==> src/rtl/meter_arbiter.sv <==
// Parking-meter credit arbiter: sticky request latching, fixed-priority service,
// saturating count, state-dependent display blink. Optional sat flag: METER_SAT_FLAG_EN.
module meter_arbiter #(
  parameter int BLINK_DIV = 50000000,
  parameter int MAX_COUNT = 9999
) (
  input  logic        clk,
  input  logic        reset,
  input  logic [3:0]  add_req,
  input  logic [1:0]  load_req,
  input  logic        tick,
  output logic [15:0] count,
  output logic        blank,
  output logic [1:0]  mstate,
`ifdef METER_SAT_FLAG_EN
  output logic        sat,
`endif
  output logic        busy
);

  typedef enum logic [1:0] {
    ST_NORMAL  = 2'd0,
    ST_LOW     = 2'd1,
    ST_EXPIRED = 2'd2
  } mstate_e;

  localparam logic [16:0] MAX17   = 17'(MAX_COUNT);
  localparam logic [15:0] MAX16   = 16'(MAX_COUNT);
  localparam logic [31:0] LIM_EXP = 32'(BLINK_DIV - 1);
  localparam logic [31:0] LIM_LOW = 32'(2 * BLINK_DIV - 1);

  function automatic mstate_e f_state(input logic [15:0] c);
    mstate_e s;
    if (c == 16'd0)        s = ST_EXPIRED;
    else if (c < 16'd200)  s = ST_LOW;
    else                   s = ST_NORMAL;
    return s;
  endfunction

  function automatic logic [15:0] f_sat(input logic [16:0] s);
    return (s > MAX17) ? MAX16 : s[15:0];
  endfunction

  logic [15:0] r_count;
  logic [6:0]  r_pend;
  logic        r_busy;
  logic        r_blank;
  logic [31:0] r_blink_cnt;

  logic [6:0]  w_in;
  logic [6:0]  w_grant;
  logic [6:0]  w_clr;
  logic [6:0]  w_pend_nxt;
  logic [15:0] w_amt;
  logic [16:0] w_sum;
  logic [15:0] w_count_nxt;
  mstate_e     w_mst;
  mstate_e     w_mst_nxt;
  logic [31:0] w_lim;

  // Pending bit order is the service priority: load0, load1, add0..add3, tick.
  assign w_in = {tick, add_req, load_req};

  always_comb begin
    w_grant     = '0;
    w_amt       = '0;
    w_count_nxt = r_count;
    if (r_pend[0]) begin
      w_grant[0]  = 1'b1;
      w_count_nxt = 16'd10;
    end else if (r_pend[1]) begin
      w_grant[1]  = 1'b1;
      w_count_nxt = 16'd205;
    end else if (r_pend[2]) begin
      w_grant[2] = 1'b1;
      w_amt      = 16'd10;
    end else if (r_pend[3]) begin
      w_grant[3] = 1'b1;
      w_amt      = 16'd180;
    end else if (r_pend[4]) begin
      w_grant[4] = 1'b1;
      w_amt      = 16'd200;
    end else if (r_pend[5]) begin
      w_grant[5] = 1'b1;
      w_amt      = 16'd550;
    end else if (r_pend[6]) begin
      w_grant[6] = 1'b1;
      if (r_count != 16'd0) w_count_nxt = r_count - 16'd1;
    end
    w_sum = {1'b0, r_count} + {1'b0, w_amt};
    if (|w_grant[5:2]) w_count_nxt = f_sat(w_sum);
    // A load flushes queued credits and ticks; the other load stays queued.
    w_clr = w_grant;
    if (|w_grant[1:0]) w_clr = w_clr | 7'b1111100;
    w_pend_nxt = (r_pend & ~w_clr) | w_in;
  end

  assign w_mst     = f_state(r_count);
  assign w_mst_nxt = f_state(w_count_nxt);
  assign w_lim     = (w_mst == ST_LOW) ? LIM_LOW : LIM_EXP;

  always_ff @(posedge clk or posedge reset) begin
    if (reset) begin
      r_count     <= '0;
      r_pend      <= '0;
      r_busy      <= 1'b0;
      r_blank     <= 1'b0;
      r_blink_cnt <= '0;
    end else begin
      r_count <= w_count_nxt;
      r_pend  <= w_pend_nxt;
      r_busy  <= |w_pend_nxt;
      // Restart the blink phase on the same edge the state changes.
      if ((w_mst_nxt != w_mst) || (w_mst == ST_NORMAL)) begin
        r_blink_cnt <= '0;
        r_blank     <= 1'b0;
      end else if (r_blink_cnt == w_lim) begin
        r_blink_cnt <= '0;
        r_blank     <= ~r_blank;
      end else begin
        r_blink_cnt <= r_blink_cnt + 32'd1;
      end
    end
  end

`ifdef METER_SAT_FLAG_EN
  logic r_sat;
  logic w_clip;

  assign w_clip = (|w_grant[5:2]) && (w_sum > MAX17);

  always_ff @(posedge clk or posedge reset) begin
    if (reset) r_sat <= 1'b0;
    else       r_sat <= w_clip;
  end

  assign sat = r_sat;
`endif

  assign count  = r_count;
  assign blank  = r_blank;
  assign busy   = r_busy;
  assign mstate = w_mst;

endmodule

==> config.mk <==
export PLATFORM = sky130hd
export DESIGN_NAME = meter_arbiter
export DESIGN_NICKNAME = d
export VERILOG_FILES = /design/src/rtl/meter_arbiter.sv
export SDC_FILE = /design/constraint.sdc
export NUM_CORES = 1
export LEC_CHECK = 0
export CAP_MARGIN = 10
export CORE_MARGIN = 2
export CORE_UTILIZATION = 60
export CTS_CLUSTER_SIZE = 8
export DETAILED_ROUTE_END_ITERATION = 8
export PLACE_DENSITY = 0.78
export SLEW_MARGIN = 25
export SYNTH_ARGS = -nofsm -noshare
export SYNTH_HDL_FRONTEND = slang
export SYNTH_SLANG_ARGS = --single-unit
export TNS_END_PERCENT = 20
==> constraint.sdc <==
create_clock -name clk -period 5.2 [get_ports clk]
set_input_delay 1.56 -clock clk [delete_from_list [all_inputs] [get_ports clk]]
set_output_delay 1.56 -clock clk [all_outputs]
set_load 0.05 [all_outputs]
Yosys cells after proc, flatten, opt, wreduce, memory -nomap -nowiden
Index checks and enable logic that the tools add are counted.
{ "word_totals": {"reg_bits": 57, "inputBits": 9, "output_inout_bits": 20, "elab_cells": 66} }
{ "op_classes": {"n_addsub": 3, "order_cmp": 3, "n_eq_ne": 3, "n_mux": 39, "n_bitwise": 4, "n_reduce_logical": 9} }
{ "ops": {"columns": ["op", "count"], "rows": [
  ["$mux 16", 11],
  ["$mux 32", 2],
  ["$mux 10", 5],
  ["$add 32x1->32 const B", 1],
  ["$eq 32x27->1", 1],
  ["$logic_not 16->1", 2],
  ["$lt 16x8->1 const B", 2],
  ["$mux 27", 1],
  ["$add 16x16->17", 1],
  ["$gt 17x14->1 const B", 1],
  ["$reduce_bool 16->1", 1],
  ["$sub 16x1->16 const B", 1],
  ["$mux 1", 12],
  ["$and 7x7->7", 1],
  ["$mux 7", 1],
  ["$not 7->7", 1],
  ["$or 7x7->7", 1],
  ["$reduce_or 7->1", 1],
  ["$mux 2", 3],
  ["$mux 6", 1],
  ["$mux 5", 1],
  ["$mux 4", 1],
  ["$reduce_or 4->1", 1],
  ["$mux 3", 1],
  ["other kinds (7)", 7]
]} }

Longest topological paths before layout
Gate-level depths: netlist of the first run.
{ "logic_depth": {"ltp_word": 16, "mapped_depth": 19} }

Worst setup path before layout of the first run
OpenSTA, ideal clock, no wires.
{ "synth_path": {"kind": "register to output", "startpoint": "register r_count[12] (netlist: count[12])", "endpoint": "output port mstate[0]", "t_arrival_ns": 3.069, "setup_slack_ns": 0.571, "path_stages_with_launch": 5, "n_path_buf": 1, "path_cell_list": "dfrtp_1 buf_6 or4_4 or3_4 a311oi_1"} }
{ "synth_between": {"elab_chain_len": 3} }
{ "synth_rtl": {"columns": ["element", "line", "rtl"], "rows": [
  ["start, declared", "44", "logic [15:0] r_count;"],
  ["start signal, assigned", "110", "r_count <= w_count_nxt;"],
  ["$lt 16x8->1", "35", "else if (c < 16'd200) s = ST_LOW;"],
  ["$mux 1", "35", null],
  ["$mux 2 *", "34", "if (c == 16'd0) s = ST_EXPIRED;"],
  ["end, declared", "14", "output logic [1:0] mstate,"]
]} }
Every way passes the cells marked *; elsewhere a longest branch is shown, timed or not.

Worst setup path in the final report of the first run
{ "layout_path": {"startpoint": "register r_pend[3]", "endpoint": "register r_blink_cnt[15]"} }
{ "layout_between": {"elab_chain_len": 14} }
{ "layout_rtl": {"columns": ["element", "line", "rtl"], "rows": [
  ["start, declared", "45", "logic [6:0] r_pend;"],
  ["start signal, assigned", "111", "r_pend <= w_pend_nxt;"],
  ["$mux 10", "77", "end else if (r_pend[3]) begin"],
  ["$mux 10", "74", "end else if (r_pend[2]) begin"],
  ["$mux 10", "71", "end else if (r_pend[1]) begin"],
  ["$mux 16", "68", "if (r_pend[0]) begin"],
  ["$add 16x16->17", "90", "w_sum = {1'b0, r_count} + {1'b0, w_amt};"],
  ["$gt 17x14->1", "41", "return (s > MAX17) ? MAX16 : s[15:0];"],
  ["$mux 16", "41", null],
  ["$mux 16 *", "91", "if (|w_grant[5:2]) w_count_nxt = f_sat(w_sum);"],
  ["named net w_count_nxt[3]", "56", "logic [15:0] w_count_nxt;"],
  ["$lt 16x8->1", "35", null],
  ["$mux 1", "35", null],
  ["$mux 2 *", "34", null],
  ["$ne 2x2->1 *", "114", "if ((w_mst_nxt != w_mst) || (w_mst == ST_NORMAL)) begin"],
  ["$logic_or 1x1->1 *", "114", null],
  ["$mux 32 *", "114", null],
  ["end signal, assigned", "121", "r_blink_cnt <= r_blink_cnt + 32'd1;"],
  ["end, declared", "48", "logic [31:0] r_blink_cnt;"]
]} }
Mark *: on every way through the listed nets, which the timed path passes. The rest lies on a longest branch.
A chain may end at the register's enable or synchronous reset.

==> impl_metrics.env, run 1 <==
export IMPL_status="complete, no violations"
export IMPL_first_global_vias=3366
export IMPL_syn_nets=466
export IMPL_power_frac_comb_pct=18.9
export IMPL_fillerInstances=507
export IMPL_core_area_um2=6720
export IMPL_async_flop_share_pct=100
export IMPL_rsz0062_at_grt="false"
export IMPL_cp_required_ps=5430
export IMPL_hold_path_startpoint="r_blink_cnt[0]$_DFF_PP0_"
export IMPL_die_w_um=87.0
export IMPL_drc=0
export IMPL_root_buffer="clkbuf_8"
export IMPL_cts_hold_buffers=0
export IMPL_htree_levels=3
export IMPL_powerDensity_nw_per_um2=239
export IMPL_fin_crit_sh_pct=93.6
export IMPL_synth_area_um2=4140
export IMPL_avgSynthCellArea_um2=9.29
export IMPL_synth_area_leaders="dfrtp_1 34%, xnor2_1 6.4%, a2111oi_2 6.2%"
export IMPL_syn_inst=445
export IMPL_p_switching_uw=340
export IMPL_slew_headroom_pct=49.6
export IMPL_post_cts_buffers=0
export IMPL_antenna_found_initial=0
export IMPL_synth_cell_type_count=60
export IMPL_grt_max_degree=38
export IMPL_end_kind="flop"
export IMPL_reg2regPathDepth=16
export IMPL_worst_pin_slew_ps=751
export IMPL_synth_ff_latch_count=57
export IMPL_synth_top_area_share_pct=34.5
export IMPL_holdCritPathClass="flop to flop"
export IMPL_hold_depth=1
export IMPL_dp_hpwl_mm=7.24
export IMPL_gp_congestion=0.888
export IMPL_fmax_mhz=205
export IMPL_finalSetupViolations=0
export IMPL_setup_tns_ps=0
export IMPL_grt_usage_pct=27.9
export IMPL_start_kind="flop"
export IMPL_drive_gt1_share_pct=13.5
export IMPL_io_buffers=28
export IMPL_setup_worst_path_class="flop to flop"
export IMPL_fp_dieH_um=87.0
export IMPL_overflow=0
export IMPL_r2r_start="r_pend[3]$_DFF_PP0_"
export IMPL_final_cell_mix="57 x dfrtp_1, 30 x xnor2_1, 28 x nor2_1, 28 x clkdlybuf4s50_1"
export IMPL_irDropWorstVdd_uv=224
export IMPL_r2r_end="r_blink_cnt[15]$_DFF_PP0_"
export IMPL_clkLatencyLatePin_ps=340
export IMPL_cp_max_fo=16
export IMPL_crit_arrival_ps=5090
export IMPL_synth_edf_count=0
export IMPL_antennaDiodeCount=0
export IMPL_cts_buffer_depth=2
export IMPL_clk_pin_slew_ps=60
export IMPL_rows=30
export IMPL_routed_wl_mm=9.92
export IMPL_switching_share_pct=30.2
export IMPL_p_total_mw=1.12
export IMPL_layout_cells_non_filler=554
export IMPL_wl_per_cell_um=17.9
export IMPL_layout_commonest_cell="dfrtp_1"
export IMPL_ys_seq_area_share_pct=34.5
export IMPL_cts_tree="done"
export IMPL_nets=491
export IMPL_synth_largest_area_cell="dfrtp_1"
export IMPL_clock_sinks=57
export IMPL_num_vias=3624
export IMPL_p_leak_nw=1.74
export IMPL_slew_viol_final=0
export IMPL_pwr_share_seq_pct=44.1
export IMPL_maxCapViolCount=0
export IMPL_whs_ps=494
export IMPL_io_pins=29
export IMPL_internal_power_uw=784
export IMPL_grt_pass1_wl_mm=16.6
export IMPL_clkPwrFrac_pct=37.0
export IMPL_synth_warning_count=0
export IMPL_firstDrtPassIters=5
export IMPL_synthFlopType="dfrtp_1"
export IMPL_die_area_um2=7570
export IMPL_hold_violations=0
export IMPL_reg2reg_slack_ps=330
export IMPL_ant_nets=0
export IMPL_worst_slack_ps=333
export IMPL_hold_end="r_blink_cnt[0]$_DFF_PP0_"
export IMPL_skew_ps=9.60
export IMPL_routed_via_density=6.54
export IMPL_start_util_pct=61.5
export IMPL_placed_cells=539
export IMPL_drtIter0Drc=249
export IMPL_dp_slack_ps=156
export IMPL_area_growth_pct=13.7
export IMPL_period_needed_ps=4870
export IMPL_numCtsBuffers=9
[how the worst max path moves through the flow]
| stage | start | end | slack [ps] |
|---|---|---|---|
| 2_1_floorplan | count[12]$_DFF_PP0_ | mstate[0] | 570 |
| 3_3_place_gp | r_pend[0]$_DFF_PP0_ | r_blink_cnt[13]$_DFF_PP0_ | 280 |
| 3_5_place_dp | r_pend[0]$_DFF_PP0_ | r_blink_cnt[16]$_DFF_PP0_ | 160 |
| 4_1_cts | r_pend[0]$_DFF_PP0_ | r_blink_cnt[25]$_DFF_PP0_ | 140 |
| 5_1_grt | r_pend[3]$_DFF_PP0_ | r_blink_cnt[14]$_DFF_PP0_ | 70 |
| 6_report | r_pend[3]$_DFF_PP0_ | r_blink_cnt[15]$_DFF_PP0_ | 330 |
[metal layers]
metal	part of all wire, %	up-vias	global-route usage (%)
met3	5.8	14	5.69
li1	-	1736	-
met2	45	121	41.8
met5	0	-	0
met4	1.1	0	7.10
met1	48	1753	41.3
[synth_stat cells (2+ instances only)]
library cell	number
a2111oi_1	3
a2111oi_2	17
a211oi_1	18
a21o_1	2
a21oi_1	19
a22o_1	2
a31o_2	4
a31oi_1	4
a41o_1	2
and2_1	5
and3_1	7
and4_1	2
buf_2	9
buf_6	5
clkbuf_1	12
dfrtp_1	57
ha_1	11
inv_1	17
nand2_1	22
nand2b_1	4
nand3_1	23
nand3b_1	2
nand4_1	11
nor2_1	28
nor2b_1	7
nor3_1	15
nor4_1	6
o211a_1	2
o211ai_1	3
o21a_1	7
o21ai_0	9
o21ai_1	5
o221ai_1	3
o22ai_1	7
o32ai_1	3
or2_2	2
or3_1	9
or4_1	8
xnor2_1	30
xor2_1	23
[critical path, stage by stage, from the launching register on]
cell       delay (ps)
dfrtp_1           470
nor2_1            120
a21oi_1           160
nor3_1             60
ha_1              240
fa_1              430
a21oi_1           240
o221ai_1          270
o2bb2ai_1         240
or3_1             320
o211a_1           160
o21a_1            240
o32a_1            200
or4_1             580
or3_4             470
buf_4             240
a2111oi_2         300
[what timing repair did]
| item | 4_1_cts | 5_1_grt |
|---|---|---|
| resized for setup | 0 | 6 |
| endpoints found under the setup margin | 0 | 30 |
| hold endpoints to repair | 0 | 0 |
[area by class of cell]
| type | count | area [um2] | share of cell area (%) |
|---|---|---|---|
| multi-input combinational | 345 | 2550 | 54.2 |
| sequential | 57 | 1430 | 30.3 |
| timing repair buffer | 40 | 370 | 7.88 |
| clock buffer | 12 | 155 | 3.30 |
| tap | 80 | 100 | 2.13 |
| inverter | 17 | 63.8 | 1.36 |
| clock inverter | 3 | 40.0 | 0.852 |
[metrics by stage]
stage | utilization (%) | area, um2
floorplan | - | 4140
global placement | 66.6 | 4480
detailed placement | 66.6 | 4480
CTS | 69.5 | 4670
global route | 70.0 | 4700
finish | 70.0 | 4700
[logic make-up (layout without fill, tap and decap cells)]
group	count (synthesis)	count (layout)	synth area share [%]
and+or+nand+nor	158	158	20.6
AOI/OAI and AO/OA	120	120	24.3
DFF	57	57	34.5
xor gates and xnor gates	53	53	11.2
buffers and inverters	43	72	5.08
adders and majority gates	12	12	3.81
muxes	2	2	0.514
[power groups by stage]
stage / combinational (mW) / clock (mW) / sequential (mW)
after floorplan: 0.138 / 0 / 0.512
after global placement: 0.205 / 0 / 0.499
after detailed placement: 0.209 / 0 / 0.501
after CTS: 0.211 / 0.426 / 0.494
after global routing: 0.231 / 0.443 / 0.498
final: 0.212 / 0.416 / 0.496
[sequential cells by signal, summed over array words and instances (netlist names)]
signal       flops
count           16
blank            1
r_blink_cnt     32
busy             1
r_pend           7
Note: power is estimated with default switching activity, not from simulation.
==> inputs of run 2 (changes only) <==
--- a/config.mk
+++ b/config.mk
@@ -10,6 +10,7 @@
 export CORE_UTILIZATION = 60
 export CTS_CLUSTER_SIZE = 8
 export DETAILED_ROUTE_END_ITERATION = 8
+export GPL_TIMING_DRIVEN = 0
 export PLACE_DENSITY = 0.78
 export SLEW_MARGIN = 25
 export SYNTH_ARGS = -nofsm -noshare
==> constraint.sdc (replaced) <==
create_clock -name clk -period 4.91 [get_ports clk]
set_input_delay 1.473 -clock clk [delete_from_list [all_inputs] [get_ports clk]]
set_output_delay 1.473 -clock clk [all_outputs]
set_load 0.05 [all_outputs]
==> impl_metrics.env, run 2 (synthesis gave the netlist of run 1 again) <==
export IMPL_wl_per_cell_um=19.0
export IMPL_cts_buffer_depth=2
export IMPL_start_util_pct=61.5
export IMPL_setup_worst_path_class="flop to output port"
export IMPL_p_leak_nw=1.84
export IMPL_final_cell_mix="52 x dfrtp_1, 28 x xnor2_1, 28 x clkdlybuf4s50_1"
export IMPL_p_total_mw=1.27
export IMPL_status="complete, no violations"
export IMPL_clk_pin_slew_ps=60
export IMPL_htree_levels=3
export IMPL_die_area_um2=7570
export IMPL_end_kind="output port"
export IMPL_fillerInstances=469
export IMPL_first_global_vias=3608
export IMPL_slew_viol_final=0
export IMPL_io_buffers=28
export IMPL_ant_nets=0
export IMPL_numCtsBuffers=9
export IMPL_antenna_found_initial=0
export IMPL_area_growth_pct=21.5
export IMPL_top_register="r_blink_cnt"
export IMPL_placed_cells=554
export IMPL_clock_sinks=57
export IMPL_routed_via_density=6.63
export IMPL_num_vias=3813
export IMPL_layout_commonest_cell="dfrtp_1"
export IMPL_grt_max_degree=37
export IMPL_clkLatencyLatePin_ps=340
export IMPL_largest_reg_flops=32
export IMPL_nets=511
export IMPL_drive_gt1_share_pct=19.8
export IMPL_fp_dieH_um=87.0
export IMPL_start_kind="flop"
export IMPL_rows=30
export IMPL_drc=0
export IMPL_worst_pin_slew_ps=1090
export IMPL_setup_tns_ps=0
export IMPL_cp_required_ps=3440
export IMPL_dp_hpwl_mm=7.49
export IMPL_firstDrtPassIters=5
export IMPL_period_needed_ps=4830
export IMPL_cts_tree="done"
export IMPL_maxCapViolCount=0
export IMPL_grt_pass1_wl_mm=17.3
export IMPL_gp_congestion=0.912
export IMPL_die_w_um=87.0
export IMPL_irDropWorstVdd_uv=199
export IMPL_hold_violations=0
export IMPL_powerDensity_nw_per_um2=254
export IMPL_layout_cells_non_filler=575
export IMPL_finalSetupViolations=0
export IMPL_slew_headroom_pct=26.6
export IMPL_holdCritPathClass="flop to flop"
export IMPL_crit_arrival_ps=3350
export IMPL_drtIter0Drc=317
export IMPL_overflow=0
export IMPL_antennaDiodeCount=0
export IMPL_grt_usage_pct=29.4
export IMPL_core_area_um2=6720
export IMPL_fin_crit_sh_pct=98.3
export IMPL_dp_slack_ps=-255
export IMPL_skew_ps=10.6
export IMPL_root_buffer="clkbuf_8"
export IMPL_worst_slack_ps=84.3
export IMPL_io_pins=29
export IMPL_fmax_mhz=207
export IMPL_routed_wl_mm=10.9
export IMPL_cp_max_fo=10
run 2: cell count changes in the layout (fill, tap and decap cells not counted), moves of 5 or more:
cell,previous run,this run
dfrtp_2,0,5
clkbuf_1,1,7
buf_2,0,8
dfrtp_1,57,52
buf_6,0,5
run 2: power by group:
part / internal [mW] / switching (mW) / leakage [nW]
combinational: 0.0911 / 0.156 / 0.980
clock: 0.311 / 0.191 / 0.115
sequential: 0.492 / 0.0325 / 0.749
run 2: cell type report:
class	instances	area [um2]	area share, %
buffer	22	135	2.69
clock buffer	11	151	3.01
clock inverter	5	77.6	1.54
inverter	17	66.3	1.32
multi-input combinational	345	2690	53.6
sequential	57	1430	28.5
tap	80	100	1.99
timing repair buffer	38	368	7.32
run 2: worst paths after layout:
check / startpoint / end / slack [ps] / cells after the start
max: count[12]$_DFF_PP0_ / mstate[0] / 80 / 5
min: r_blink_cnt[0]$_DFF_PP0_ / r_blink_cnt[0]$_DFF_PP0_ / 510 / 1
max reg2reg: r_pend[0]$_DFF_PP0_ / r_blink_cnt[17]$_DFF_PP0_ / 100 / 16
min reg2reg: r_blink_cnt[0]$_DFF_PP0_ / r_blink_cnt[0]$_DFF_PP0_ / 510 / 1
max in group asynchronous: reset / count[12]$_DFF_PP0_ / 3000 / 3
min in group asynchronous: reset / r_blink_cnt[23]$_DFF_PP0_ / 1440 / 2
run 2: what timing repair did:
| action | 4_1_cts | 5_1_grt |
|---|---|---|
| setup buffers | 3 | 6 |
| resized for setup | 7 | 33 |
| hold buffers | 0 | 0 |
| setup endpoints to repair | 33 | 33 |
| pin swaps | 2 | 4 |
run 2: critical path, stage by stage (launching register included):
cell and delay (ps):
dfrtp_1 390, buf_6 150, or4_4 560, or3_4 390
a311oi_1 590, clkdlybuf4s50_1 940
run 2: stage by stage:
stage,area (um2),hold slack (ps),util (%)
after floorplan,4140,453,-
after global placement,4520,483,67.2
after detailed placement,4540,507,67.5
after CTS,4820,516,71.8
after global routing,5020,550,74.8
final,5020,514,74.8
run 2: per-layer routing:
metal / routed length (um) / share of wire (%) / GRT usage (%) / up-vias
li1: - / - / - / 1780
met1: 4990 / 46 / 42.8 / 1858
met2: 5010 / 46 / 43.1 / 153
met3: 760 / 7.0 / 7.11 / 22
met4: 156 / 1.4 / 9.23 / 0
met5: 0 / 0 / 0 / -
==> inputs of run 3 (changes only) <==
--- a/config.mk
+++ b/config.mk
@@ -6,13 +6,13 @@
 export NUM_CORES = 1
 export LEC_CHECK = 0
 export CAP_MARGIN = 10
-export CORE_MARGIN = 2
+export CORE_MARGIN = 5
 export CORE_UTILIZATION = 60
 export CTS_CLUSTER_SIZE = 8
 export DETAILED_ROUTE_END_ITERATION = 8
 export GPL_TIMING_DRIVEN = 0
 export PLACE_DENSITY = 0.78
-export SLEW_MARGIN = 25
+export SLEW_MARGIN = 5
 export SYNTH_ARGS = -nofsm -noshare
 export SYNTH_HDL_FRONTEND = slang
 export SYNTH_SLANG_ARGS = --single-unit
==> impl_metrics.env, run 3 (synthesis gave the netlist of run 1 again) <==
export IMPL_status="complete, no violations"
export IMPL_multi_input_area_um2=2680
export IMPL_dp_hpwl_mm=7.64
export IMPL_drtIter0Drc=302
export IMPL_irDropWorstVdd_uv=191
export IMPL_grt_pass1_wl_mm=17.8
export IMPL_cts_tree="done"
export IMPL_r2r_end="r_blink_cnt[22]$_DFF_PP0_"
export IMPL_io_buffers=28
export IMPL_period_needed_ps=4780
export IMPL_gp_congestion=0.881
export IMPL_fin_crit_sh_pct=97.4
export IMPL_start_util_pct=61.2
export IMPL_drc=0
export IMPL_hold_path_startpoint="r_blink_cnt[0]$_DFF_PP0_"
export IMPL_ff_latch_area_um2=1430
export IMPL_clkLatencyLatePin_ps=340
export IMPL_cts_buffer_depth=2
export IMPL_crit_arrival_ps=5000
export IMPL_routed_wl_mm=10.9
export IMPL_fmax_mhz=209
export IMPL_clk_pin_slew_ps=70
export IMPL_htree_levels=3
export IMPL_num_vias=3813
export IMPL_slew_viol_final=0
export IMPL_skew_ps=7.80
export IMPL_hold_violations=0
export IMPL_firstDrtPassIters=5
export IMPL_maxCapViolCount=0
export IMPL_design_area_um2=4950
export IMPL_cp_required_ps=5120
export IMPL_die_w_um=93.0
export IMPL_io_pins=29
export IMPL_clock_sinks=57
export IMPL_routed_via_density=6.69
export IMPL_start_kind="flop"
export IMPL_final_cell_mix="52 x dfrtp_1, 28 x xnor2_1, 28 x clkdlybuf4s50_1"
export IMPL_ant_nets=0
export IMPL_first_global_vias=3572
export IMPL_post_dp_cell_area_um2=4540
export IMPL_worst_pin_slew_ps=904
export IMPL_drive_gt1_share_pct=19.4
export IMPL_r2r_start="r_pend[2]$_DFF_PP0_"
export IMPL_antennaDiodeCount=0
export IMPL_antenna_found_initial=0
export IMPL_cts_hold_buffers=0
export IMPL_fillerInstances=510
export IMPL_rows=30
export IMPL_finalSetupViolations=0
export IMPL_layout_commonest_cell="dfrtp_1"
export IMPL_reg2regPathDepth=16
export IMPL_whs_ps=493
export IMPL_end_kind="flop"
export IMPL_setup_tns_ps=0
export IMPL_overflow=0
export IMPL_numCtsBuffers=9
export IMPL_wl_per_cell_um=19.2
export IMPL_grt_usage_pct=26.0
export IMPL_core_area_um2=6760
export IMPL_reg2reg_slack_ps=130
export IMPL_root_buffer="clkbuf_8"
export IMPL_top_register="r_blink_cnt"
export IMPL_grt_max_degree=34
export IMPL_hold_end="r_blink_cnt[0]$_DFF_PP0_"
export IMPL_powerDensity_nw_per_um2=249
export IMPL_setup_worst_path_class="flop to flop"
export IMPL_p_leak_nw=1.81
export IMPL_largest_reg_flops=32
export IMPL_nets=506
export IMPL_fp_dieH_um=93.0
export IMPL_area_growth_pct=19.8
export IMPL_hold_depth=1
export IMPL_cp_max_fo=10
export IMPL_slew_headroom_pct=39.2
export IMPL_die_area_um2=8650
export IMPL_holdCritPathClass="flop to flop"
## run 3: report_power, final
group	switching [mW]	internal, mW	leakage [nW]	total (mW)
Combinational	0.152	0.0887	0.961	0.241
Sequential	0.0318	0.492	0.749	0.524
Clock	0.192	0.275	0.105	0.467
## run 3: critical path, cell delays in order, from the launching register on
cell       delay (ps)
dfrtp_2           470
nor3_4            250
and3_1            250
ha_2              270
nand4_1           170
nor4_4            440
o21ai_0           170
or2_2             320
o211a_1           150
o21a_1            200
clkbuf_4          190
o32a_1            230
or4_1             540
or3_1             360
buf_2             170
buf_6             160
a2111oi_2         330
## run 3: worst max path at each step
stage                                   start                   endpoint  slack [ps]  cells after the start
after floorplan           count[12]$_DFF_PP0_                  mstate[0]         370                      4
after CTS                 r_pend[1]$_DFF_PP0_  r_blink_cnt[23]$_DFF_PP0_          10                     18
after global routing      r_pend[2]$_DFF_PP0_  r_blink_cnt[20]$_DFF_PP0_         -60                     16
after detailed placement  r_pend[0]$_DFF_PP0_  r_blink_cnt[23]$_DFF_PP0_        -360                     17
final                     r_pend[2]$_DFF_PP0_  r_blink_cnt[22]$_DFF_PP0_         130                     16
after global placement    r_pend[0]$_DFF_PP0_  r_blink_cnt[20]$_DFF_PP0_        -200                     17
## run 3: repair_timing
| action | in CTS | in global routing |
|---|---|---|
| resized for setup | 12 | 27 |
| endpoints found under the setup margin | 33 | 33 |
| buffers inserted | 0 | 4 |
| pin swaps | 2 | 4 |
| endpoints found under the hold margin | 0 | 0 |
## run 3: per-layer routing
layer / vias to the layer above / track usage, % / share of wire, %
li1: 1774 / - / -
met1: 1870 / 38.2 / 46
met2: 149 / 38.9 / 46
met3: 20 / 4.83 / 6.0
met4: 0 / 8.06 / 1.7
met5: - / 0 / 0
## run 3: stage by stage
step	setup WS, ps	std cells	utilization (%)	power [mW]
after floorplan	368	445	-	0.688
after global placement	-201	553	66.8	0.746
after detailed placement	-364	554	67.1	0.754
after CTS	9.97	569	71.1	1.22
after global routing	-62.6	570	73.3	1.29
final	126	570	73.3	1.23
## run 3: area by class of cell
| type | count | share of cell area [%] |
|---|---|---|
| Buffer | 22 | 2.73 |
| Clock buffer | 12 | 3.33 |
| Clock inverter | 4 | 1.01 |
| Inverter | 17 | 1.29 |
| Multi-Input combinational cell | 345 | 54.0 |
| Sequential cell | 57 | 28.9 |
| Tap cell | 80 | 2.02 |
| Timing Repair Buffer | 33 | 6.67 |
